## config.mk

```make
export PLATFORM = sky130hd
export DESIGN_NAME = loop_gain_sequencer
export DESIGN_NICKNAME = d
export VERILOG_FILES = /design/src/rtl/loop_gain_sequencer_pkg.sv /design/src/rtl/loop_gain_sequencer_run_counter.sv /design/src/rtl/loop_gain_sequencer.sv
export SDC_FILE = /design/constraint.sdc
export NUM_CORES = 1
export LEC_CHECK = 0
export CAP_MARGIN = 20
export CELL_PAD_IN_SITES_DETAIL_PLACEMENT = 0
export CELL_PAD_IN_SITES_GLOBAL_PLACEMENT = 2
export CORE_MARGIN = 2
export CORE_UTILIZATION = 30
export DETAILED_ROUTE_END_ITERATION = 8
export GPL_ROUTABILITY_DRIVEN = 0
export PLACE_DENSITY_LB_ADDON = 0.08
export SYNTH_ARGS = -nofsm -noshare
export SYNTH_HDL_FRONTEND = slang
export SYNTH_SLANG_ARGS = --single-unit
```

## constraint.sdc

```tcl
create_clock -name clk -period 5.9 [get_ports clk]
set_input_delay 0.885 -clock clk [delete_from_list [all_inputs] [get_ports clk]]
set_output_delay 0.885 -clock clk [all_outputs]
set_load 0.005 [all_outputs]
```

## src/rtl/loop_gain_sequencer_pkg.sv

```systemverilog
`default_nettype none
// ============================================================================
// Module   : loop_seq_pkg
// Purpose  : Shared state encodings and constants for the loop gain sequencer.
// Revision : 1.0 - initial release
// ============================================================================
package loop_seq_pkg;

    typedef enum logic [2:0] {
        IDLE  = 3'd0,
        FLUSH = 3'd1,
        ACQ   = 3'd2,
        TRACK = 3'd3
    } seqState_t;

    // The most negative error has no positive twin in 8 bits; it maps to 127.
    localparam logic [7:0] c_ERR_MIN           = 8'h80;
    localparam logic [6:0] c_MAG_SAT           = 7'd127;
    localparam int         c_FLUSH_LEN_DEFAULT = 4;

endpackage
`default_nettype wire

```

## src/rtl/loop_gain_sequencer_run_counter.sv

```systemverilog
`default_nettype none
// ============================================================================
// Module   : run_counter
// Purpose  : Consecutive-event counter; done fires on the qualifying hit that
//            completes the run (threshold 0 acts as 1).
// Revision : 1.0 - initial release
// ============================================================================
module run_counter #(
    parameter int CNT_W = 12
) (
    input  logic             clk,
    input  logic             reset,
    input  logic             clear,
    input  logic             qualify,
    input  logic             hit,
    input  logic [CNT_W-1:0] threshold,
    output logic             done
);

    logic [CNT_W-1:0] r_cnt;
    logic [CNT_W:0]   w_inc;
    logic [CNT_W-1:0] w_eff;

    assign w_eff = (threshold == '0) ? CNT_W'(1) : threshold;
    assign w_inc = {1'b0, r_cnt} + (CNT_W+1)'(1);
    assign done  = !clear && qualify && hit && (w_inc >= {1'b0, w_eff});

    always_ff @(posedge clk) begin
        if (!reset || clear) begin
            r_cnt <= '0;
        end else if (qualify) begin
            if (!hit)
                r_cnt <= '0;
            else if (w_inc[CNT_W])
                r_cnt <= '1;
            else
                r_cnt <= w_inc[CNT_W-1:0];
        end
    end

endmodule
`default_nettype wire

```

## src/rtl/loop_gain_sequencer.sv

```systemverilog
`default_nettype none
// ============================================================================
// Module   : loop_gain_sequencer
// Purpose  : Flush / acquire / track controller driving loop-filter gains and
//            clear controls from the loop error stream.
// Revision : 1.0 - initial release
// ============================================================================
module loop_gain_sequencer
    import loop_seq_pkg::*;
#(
    parameter int CNT_W     = 12,
    parameter int TO_W      = 16,
    parameter int FLUSH_LEN = c_FLUSH_LEN_DEFAULT
) (
    input  logic             clk,
    input  logic             reset,
    input  logic             clkEn,
    input  logic             errorEn,
    input  logic [7:0]       error,
    input  logic             enable,
    input  logic             restart,
    input  logic [4:0]       acqLead,
    input  logic [4:0]       acqLag,
    input  logic [4:0]       trkLead,
    input  logic [4:0]       trkLag,
    input  logic [6:0]       lockThresh,
    input  logic [CNT_W-1:0] lockCount,
    input  logic [CNT_W-1:0] unlockCount,
    input  logic [TO_W-1:0]  acqTimeout,
    output logic [4:0]       lead,
    output logic [4:0]       lag,
    output logic             zeroError,
    output logic             accumClear,
    output logic             locked,
    output logic             timeoutPulse,
    output logic [2:0]       state
);

    localparam int             FL_W         = (FLUSH_LEN > 1) ? $clog2(FLUSH_LEN) : 1;
    localparam logic [FL_W-1:0] c_FLUSH_LAST = FL_W'(FLUSH_LEN - 1);

    seqState_t       r_state;
    seqState_t       w_next;
    logic [FL_W-1:0] r_flushCnt;
    logic [FL_W-1:0] w_flushNext;
    logic [TO_W-1:0] r_toCnt;
    logic [TO_W-1:0] w_toNext;
    logic [TO_W:0]   w_toInc;
    logic [TO_W-1:0] w_toSat;
    logic            w_timeout;
    logic [4:0]      r_lead;
    logic [4:0]      r_lag;
    logic            r_zeroError;
    logic            r_accumClear;
    logic            r_locked;
    logic            r_timeoutPulse;
    logic [6:0]      w_mag;
    logic            w_inLock;
    logic            w_qual;
    logic            w_lockDone;
    logic            w_unlockDone;

    assign w_mag    = (error == c_ERR_MIN) ? c_MAG_SAT :
                      error[7]             ? 7'(~error[6:0] + 7'd1) : error[6:0];
    assign w_inLock = (w_mag <= lockThresh);
    assign w_qual   = clkEn && errorEn;

    assign w_toInc  = {1'b0, r_toCnt} + (TO_W+1)'(1);
    assign w_toSat  = w_toInc[TO_W] ? '1 : w_toInc[TO_W-1:0];

    // Each run counter is held clear outside the state it qualifies, so it
    // always starts from zero on entry.
    run_counter #(.CNT_W(CNT_W)) u_lockRun (
        .clk       (clk),
        .reset     (reset),
        .clear     (r_state != ACQ),
        .qualify   (w_qual),
        .hit       (w_inLock),
        .threshold (lockCount),
        .done      (w_lockDone)
    );

    run_counter #(.CNT_W(CNT_W)) u_unlockRun (
        .clk       (clk),
        .reset     (reset),
        .clear     (r_state != TRACK),
        .qualify   (w_qual),
        .hit       (!w_inLock),
        .threshold (unlockCount),
        .done      (w_unlockDone)
    );

    always_comb begin
        w_next      = r_state;
        w_flushNext = r_flushCnt;
        w_toNext    = r_toCnt;
        w_timeout   = 1'b0;
        if (!enable) begin
            w_next      = IDLE;
            w_flushNext = '0;
            w_toNext    = '0;
        end else if (restart) begin
            w_next      = FLUSH;
            w_flushNext = '0;
            w_toNext    = '0;
        end else begin
            case (r_state)
                IDLE: begin
                    w_next      = FLUSH;
                    w_flushNext = '0;
                end
                FLUSH: begin
                    if (clkEn) begin
                        if (r_flushCnt == c_FLUSH_LAST) begin
                            w_next      = ACQ;
                            w_flushNext = '0;
                            w_toNext    = '0;
                        end else begin
                            w_flushNext = r_flushCnt + FL_W'(1);
                        end
                    end
                end
                ACQ: begin
                    // Lock takes precedence over a coincident timeout.
                    if (w_qual) begin
                        if (w_lockDone) begin
                            w_next   = TRACK;
                            w_toNext = '0;
                        end else if ((acqTimeout != '0) && (w_toInc >= {1'b0, acqTimeout})) begin
                            w_next      = FLUSH;
                            w_timeout   = 1'b1;
                            w_flushNext = '0;
                            w_toNext    = '0;
                        end else begin
                            w_toNext = w_toSat;
                        end
                    end
                end
                TRACK: begin
                    if (w_unlockDone) begin
                        w_next   = ACQ;
                        w_toNext = '0;
                    end
                end
                default: begin
                    w_next      = IDLE;
                    w_flushNext = '0;
                    w_toNext    = '0;
                end
            endcase
        end
    end

    // Outputs are decoded from the next state so they change with the state.
    always_ff @(posedge clk) begin
        if (!reset) begin
            r_state        <= IDLE;
            r_flushCnt     <= '0;
            r_toCnt        <= '0;
            r_lead         <= acqLead;
            r_lag          <= acqLag;
            r_zeroError    <= 1'b1;
            r_accumClear   <= 1'b1;
            r_locked       <= 1'b0;
            r_timeoutPulse <= 1'b0;
        end else begin
            r_state        <= w_next;
            r_flushCnt     <= w_flushNext;
            r_toCnt        <= w_toNext;
            r_lead         <= (w_next == TRACK) ? trkLead : acqLead;
            r_lag          <= (w_next == TRACK) ? trkLag  : acqLag;
            r_zeroError    <= (w_next == IDLE) || (w_next == FLUSH);
            r_accumClear   <= (w_next == IDLE) || (w_next == FLUSH);
            r_locked       <= (w_next == TRACK);
            r_timeoutPulse <= w_timeout;
        end
    end

    assign lead         = r_lead;
    assign lag          = r_lag;
    assign zeroError    = r_zeroError;
    assign accumClear   = r_accumClear;
    assign locked       = r_locked;
    assign timeoutPulse = r_timeoutPulse;
    assign state        = r_state;

endmodule
`default_nettype wire

```

==> results of run 1 <==
## state kept, by name (all words and copies together), names as in the netlist
| register | flops |
|---|---|
| accumClear | 1 |
| timeoutPulse | 1 |
| state | 3 |
| locked | 1 |
| lead | 5 |
| r_flushCnt | 2 |
| lag | 5 |
| r_toCnt | 16 |
| u_unlockRun.r_cnt | 12 |
| u_lockRun.r_cnt | 12 |
## layout by cell type, fill, tap and decap left out, types with 3 or more instances in the layout
master	netlist	routed
clkdlybuf4s50_1	0	97
dfxtp_1	58	58
inv_1	57	57
a21oi_1	53	53
ha_1	52	52
nor2_1	41	41
nand2_1	39	39
nand3_1	36	36
xnor2_1	19	19
o21ai_0	19	19
xor2_1	18	18
a211oi_1	18	18
and3_1	17	17
nor3_1	15	15
nand4_1	14	14
nor4_1	10	10
mux2_4	9	9
clkbuf_16	0	9
o211ai_1	7	7
a21o_1	7	7
a31oi_1	7	7
nor2b_1	6	6
o2bb2ai_1	6	6
buf_4	1	6
nand2b_1	5	5
and2_1	4	4
and4_1	3	3
o21bai_1	3	3
clkbuf_8	0	3
## metrics by stage
stage	std cells	hold slack (ps)
floorplan	585	442
global placement	852	452
detailed placement	852	470
CTS	868	478
global route	868	499
finish	868	483
## area by class of cell
type / instances / area (um2) / share of cell area [%]
multi-input combinational: 446 / 3130 / 51.5
clock inverter: 3 / 46.3 / 0.762
clock buffer: 13 / 270 / 4.45
inverter: 57 / 214 / 3.52
timing repair buffer: 103 / 1020 / 16.7
tap: 188 / 235 / 3.87
sequential: 58 / 1160 / 19.1
## Yosys cell counts (2+ instances only)
library cell | n | area share (%)
a211oi_1 | 18 | 2.9
ha_1 | 52 | 14
nand4_1 | 14 | 1.9
nor4_1 | 10 | 1.4
xnor2_1 | 19 | 3.6
nor2_1 | 41 | 3.3
nand2b_1 | 5 | 0.68
nor2b_1 | 6 | 0.81
xor2_1 | 18 | 3.4
or3_1 | 2 | 0.27
o31ai_1 | 2 | 0.32
a21o_1 | 7 | 1.1
a221oi_1 | 2 | 0.38
and2_1 | 4 | 0.54
or2_2 | 2 | 0.27
nand2_1 | 39 | 3.2
o211ai_1 | 7 | 1.1
mux2i_1 | 2 | 0.43
buf_2 | 4 | 0.43
mux2_4 | 9 | 2.9
nand3_1 | 36 | 3.9
a21oi_1 | 53 | 5.7
nor3_1 | 15 | 1.6
dfxtp_1 | 58 | 25
and3_1 | 17 | 2.3
clkbuf_1 | 16 | 1.3
o41ai_1 | 2 | 0.38
and4_1 | 3 | 0.57
a31oi_1 | 7 | 0.95
a31o_2 | 2 | 0.38
o21a_1 | 2 | 0.32
o2bb2ai_1 | 6 | 1.1
a22o_1 | 2 | 0.38
o21bai_1 | 3 | 0.49
o21ai_0 | 19 | 2.1
inv_1 | 57 | 4.6
## worst paths after layout
check / endpoint / cells after the start
setup / recovery: lag[1] / 15
hold / removal: r_flushCnt[1] / 2
setup reg to reg: r_toCnt[14] / 18
hold reg to reg: r_flushCnt[1] / 2
## routing by layer
metal  wire length (um)  part of all wire [%]  track usage [%]
met5                  0                     0                0
met4                240                   1.8             5.62
met3                341                   2.6             3.05
met2               6740                    51             29.0
met1               5770                    44             19.4
## logic make-up after synthesis
group,after synthesis,synth area share (%)
compound gates,140,20.0
mux,12,3.60
buf+inv,81,7.20
flops,58,25.1
other cells,1,0.0811
xor+xnor,37,7.01
fa+ha+maj,52,14.1
simple gates,204,23.0
## critical path, delay by kind of cell
family	cells	cell delay [ps]
fa+ha+maj	1	280
compound gates	6	1060
simple gates	5	1840
mux	1	310
buf+inv	2	670
## where the power goes
group / leakage [nW] / switching, mW / internal (mW) / total, mW
registers: 0.471 / 0.00246 / 0.396 / 0.399
clock network: 0.152 / 0.185 / 0.362 / 0.547
logic: 1.98 / 0.0713 / 0.0893 / 0.161
total: 2.60 / 0.259 / 0.848 / 1.11
==> results_dict.tcl, run 1 <==
set metrics [dict create \
    status "finished, final reports clean" \
    vias 4504 \
    path_max_fanout 11 \
    antenna_found_initial 0 \
    syn_inst 585 \
    reg2reg_from "r_toCnt[0]" \
    first_global_vias 4384 \
    power.density_nw_per_um2 182 \
    finalHoldViolCount 0 \
    grt_usage_pct 16.2 \
    place_area_um2 5760 \
    syn2layout_area_growth_pct 31.3 \
    setup_violations 0 \
    post-route-min-period_ps 4840 \
    start_kind "input port" \
    place_worst_setup_slack_ps 702 \
    dieHeight_um 128 \
    htree_levels 3 \
    fp.dieArea_um2 16400 \
    die_w_um 128 \
    setup_tns_ps 0 \
    root_buffer "clkbuf_16" \
    slowest_delay_ps 460 \
    antennaDiodeCount 0 \
    cts_tree "built" \
    start_util_pct 30.5 \
    ys_seq_area_share_pct 25.1 \
    max_freq_mhz 206 \
    io_buffer_count 97 \
    drt-initial-drc-count 121 \
    drive_gt1_share_pct 6.62 \
    ios 98 \
    firstDrtPassIters 4 \
    synth_nets 718 \
    ys_seq_elements 58 \
    worst_slew_pin_slew_ps 720 \
    arrival_ps 5060 \
    clkLatencyLatePin_ps 330 \
    cts_resized 0 \
    grt_pass1_wl_um 21100 \
    yosysWarnings 0 \
    layout_setup_ws_ps 1060 \
    cts-buffers-inserted 9 \
    synth_cell_type_count 60 \
    cp-end-kind "register" \
    clockBufferDepth 2 \
    netlist_area_um2 4620 \
    crit_slowest_cell "clkdlybuf4s50_1" \
    p_total_mw 1.11 \
    postCtsHoldBufs 0 \
    avgSynthCellArea_um2 7.91 \
    critical_path_required_ps 6110 \
    overflow 0 \
    antenna_left 0 \
    rrSetupSlack_ps 1440 \
    rsz0062_at_grt "no" \
    clock_skew_ps 10.8 \
    fin_area_um2 6070 \
    drt_wl_total_um 13100 \
    min_period_over_period_pct 82.1 \
    coreArea_um2 15100 \
    min_from "r_flushCnt[1]" \
    nNetsFinal 808 \
    synth_flop_cell "dfxtp_1" \
    irDropWorstVdd_mv 0.151 \
    post_cts_buffers 0 \
    vias_per_cell 5.19 \
    hpwl_um 10300 \
    grt_start_max_net_pins 35 \
    drv_cap 0 \
    leakage_nw 2.60 \
    slew_headroom_pct 50.7 \
    drv_slew 0 \
    cp-startpoint "error[2]" \
    criticalPathCategory "in -> reg" \
    final_core_util_pct 40.1 \
    min_path_type "reg -> reg" \
    nFillCells 1558 \
    cts_num_sinks 58 \
    wl_per_cell_um 15.1 \
    async_reset_ff_share_pct 0 \
    drc_errors 0 \
    rows 45 \
    clk_pin_slew_ps 50 \
    crit_chain "clkdlybuf4s50_1 > or3_1 > or3b_2 > or3b_1 > o21ai_0 > ha_1 > and4_1 > a21boi_1 > o21a_1 > or2_2 > a41oi_4 > o41a_4 > o31ai_2 > buf_4 > mux2_4" \
    synth_edf_count 0 \
]
Power figures use the tool's default switching activity.
==> inputs of run 2 (changes only) <==
--- a/config.mk
+++ b/config.mk
@@ -9,7 +9,7 @@
 export CELL_PAD_IN_SITES_DETAIL_PLACEMENT = 0
 export CELL_PAD_IN_SITES_GLOBAL_PLACEMENT = 2
 export CORE_MARGIN = 2
-export CORE_UTILIZATION = 30
+export CORE_UTILIZATION = 27
 export DETAILED_ROUTE_END_ITERATION = 8
 export GPL_ROUTABILITY_DRIVEN = 0
 export PLACE_DENSITY_LB_ADDON = 0.08
==> constraint.sdc (replaced) <==
create_clock -name clk -period 3.92 [get_ports clk]
set_input_delay 0.588 -clock clk [delete_from_list [all_inputs] [get_ports clk]]
set_output_delay 0.588 -clock clk [all_outputs]
set_load 0.005 [all_outputs]
==> run 2 against run 1 <==
Net effect: global-route usage down 0.67 points; critical path depth up 1; critical endpoint is now lead[0]; highest routed layer unchanged; register-to-register slack worse by 1200 ps; largest power group unchanged.
==> results_dict.tcl, run 2 (synthesized netlist as in run 1, its figures left out) <==
set metrics [dict create \
    status "finished, final reports clean" \
    crit_chain "buf_2 > or3_4 > or3b_4 > or3b_4 > o21ai_4 > ha_4 > and4_1 > a21boi_2 > o21a_1 > or2_4 > a41oi_4 > o41a_4 > o31ai_4 > buf_6 > buf_16 > mux2_4" \
    min_period_over_period_pct 97.4 \
    ios 98 \
    final_core_util_pct 40.1 \
    crit_path_frequent_cell "or3b_4" \
    layout_setup_ws_ps 102 \
    htree_levels 3 \
    grt_usage_pct 15.5 \
    criticalPathCategory "in -> reg" \
    dieHeight_um 135 \
    rsz0062_at_grt "no" \
    fp.dieArea_um2 18200 \
    wl_per_cell_um 14.4 \
    cts_num_sinks 58 \
    antenna_found_initial 0 \
    hpwl_um 11000 \
    irDropWorstVdd_mv 0.208 \
    drive_gt1_share_pct 17.2 \
    slew_headroom_pct 66.4 \
    fin_area_um2 6680 \
    biggestRegsByFlops "r_toCnt: 16 flops, u_lockRun.r_cnt: 12 flops, u_unlockRun.r_cnt: 12 flops" \
    slowest_delay_ps 430 \
    start_util_pct 27.8 \
    vias_per_cell 4.88 \
    clockBufferDepth 2 \
    leakage_nw 2.94 \
    min_path_type "reg -> reg" \
    max_freq_mhz 262 \
    rows 47 \
    firstDrtPassIters 4 \
    path_max_fanout 6 \
    comb_power_share_pct 15.5 \
    drc_errors 0 \
    first_global_vias 4865 \
    grt_start_max_net_pins 34 \
    cp-end-kind "register" \
    place_worst_setup_slack_ps -556 \
    swShare_pct 22.6 \
    worst_slew_pin_slew_ps 502 \
    p_int_mw 1.34 \
    die_w_um 135 \
    top_register "r_toCnt" \
    layout_commonest_cell "clkdlybuf4s50_1" \
    syn2layout_area_growth_pct 44.5 \
    largest_register_ffs 16 \
    clkLatencyLatePin_ps 330 \
    antenna_left 0 \
    clk_pin_slew_ps 50 \
    crit_family "simple AND/OR/NAND/NOR gates" \
    post-route-min-period_ps 3820 \
    start_kind "input port" \
    hold_slack_ps 486 \
    place_area_um2 6200 \
    overflow 0 \
    cts_tree "built" \
    final_cell_mix "92 x clkdlybuf4s50_1, 57 x dfxtp_1, 56 x buf_4" \
    cts-buffers-inserted 9 \
    vias 4650 \
    seqPwrFrac_pct 34.8 \
    crit_slowest_cell "or3b_4" \
    critical_path_required_ps 4140 \
    cp_num_buf_inv 3 \
    drv_slew 0 \
    clock_skew_ps 9.69 \
    finalHoldViolCount 0 \
    p_switching_mw 0.391 \
    clkPwrFrac_pct 49.7 \
    setup_violations 0 \
    setup_tns_ps 0 \
    power.density_nw_per_um2 259 \
    coreArea_um2 16600 \
    drt_wl_total_um 13700 \
    antennaDiodeCount 0 \
    grt_pass1_wl_um 22700 \
    drv_cap 0 \
    root_buffer "clkbuf_16" \
    io_buffer_count 97 \
    drt-initial-drc-count 219 \
    nNetsFinal 862 \
    arrival_ps 4040 \
]
[run 2: cell types whose count changed in the layout (fill, tap and decap cells not counted), sizes merged]
cell | previous run | this run
bufinv | 1 | 2
clkbuf | 13 | 14
clkinv | 1 | 0
buf | 6 | 62
dlygate4sd2 | 0 | 2
clkinvlp | 1 | 0
clkdlybuf4s50 | 97 | 92
[run 2: final cells by class]
cell class | instances | area, um2
fillers | 1721 | 9960
multi-input cells | 446 | 3270
repair buffers | 157 | 1440
flip-flops and latches | 58 | 1160
well taps | 220 | 275
clock buffers | 13 | 260
inverters | 57 | 214
clock inverters | 2 | 60.1
[run 2: final timing paths]
kind	start	to	slack, ps	depth (start not counted)
worst max register to register	u_lockRun.r_cnt[1]	lead[4]	210	16
worst min-delay path	r_flushCnt[1]	r_flushCnt[1]	490	2
worst min register to register	r_flushCnt[1]	r_flushCnt[1]	490	2
worst max-delay path	error[2]	lead[0]	100	16
[run 2: worst register-to-register path: cells and delay by family (launching register included)]
family          cells  cell delay [ps]
xor+xnor            1              130
simple gates        4              800
compound gates      5              980
fa+ha+maj           2              510
mux                 1              340
flops               1              370
buf+inv             3              450
[run 2: through the flow]
step                cells  power (mW)
global placement      933       0.870
CTS                   951        1.75
finish                953        1.73
floorplan             585       0.722
detailed placement    933       0.873
global route          953        1.81
[run 2: power by group through the flow]
stage | clock network, mW | registers [mW] | logic [mW]
after floorplan | 0 | 0.613 | 0.109
after global placement | 0 | 0.613 | 0.257
after detailed placement | 0 | 0.613 | 0.260
after CTS | 0.887 | 0.601 | 0.265
after global routing | 0.909 | 0.601 | 0.297
final | 0.859 | 0.601 | 0.269
[run 2: per-layer routing]
| layer | track usage (%) | part of all wire [%] | vias to the layer above |
|---|---|---|---|
| li1 | - | - | 2384 |
| met1 | 17.8 | 44 | 2191 |
| met2 | 29.0 | 52 | 59 |
| met3 | 3.64 | 2.4 | 16 |
| met4 | 3.80 | 1.3 | 0 |
| met5 | 0 | 0 | - |
[run 2: timing repair]
| action | 4_1_cts | 5_1_grt |
|---|---|---|
| hold buffers | 0 | 0 |
| endpoints found under the setup margin | 26 | 26 |
| resized for setup | 25 | 22 |
| setup buffers | 2 | 4 |
| gates cloned | 1 | 0 |
| pin swaps | 9 | 16 |
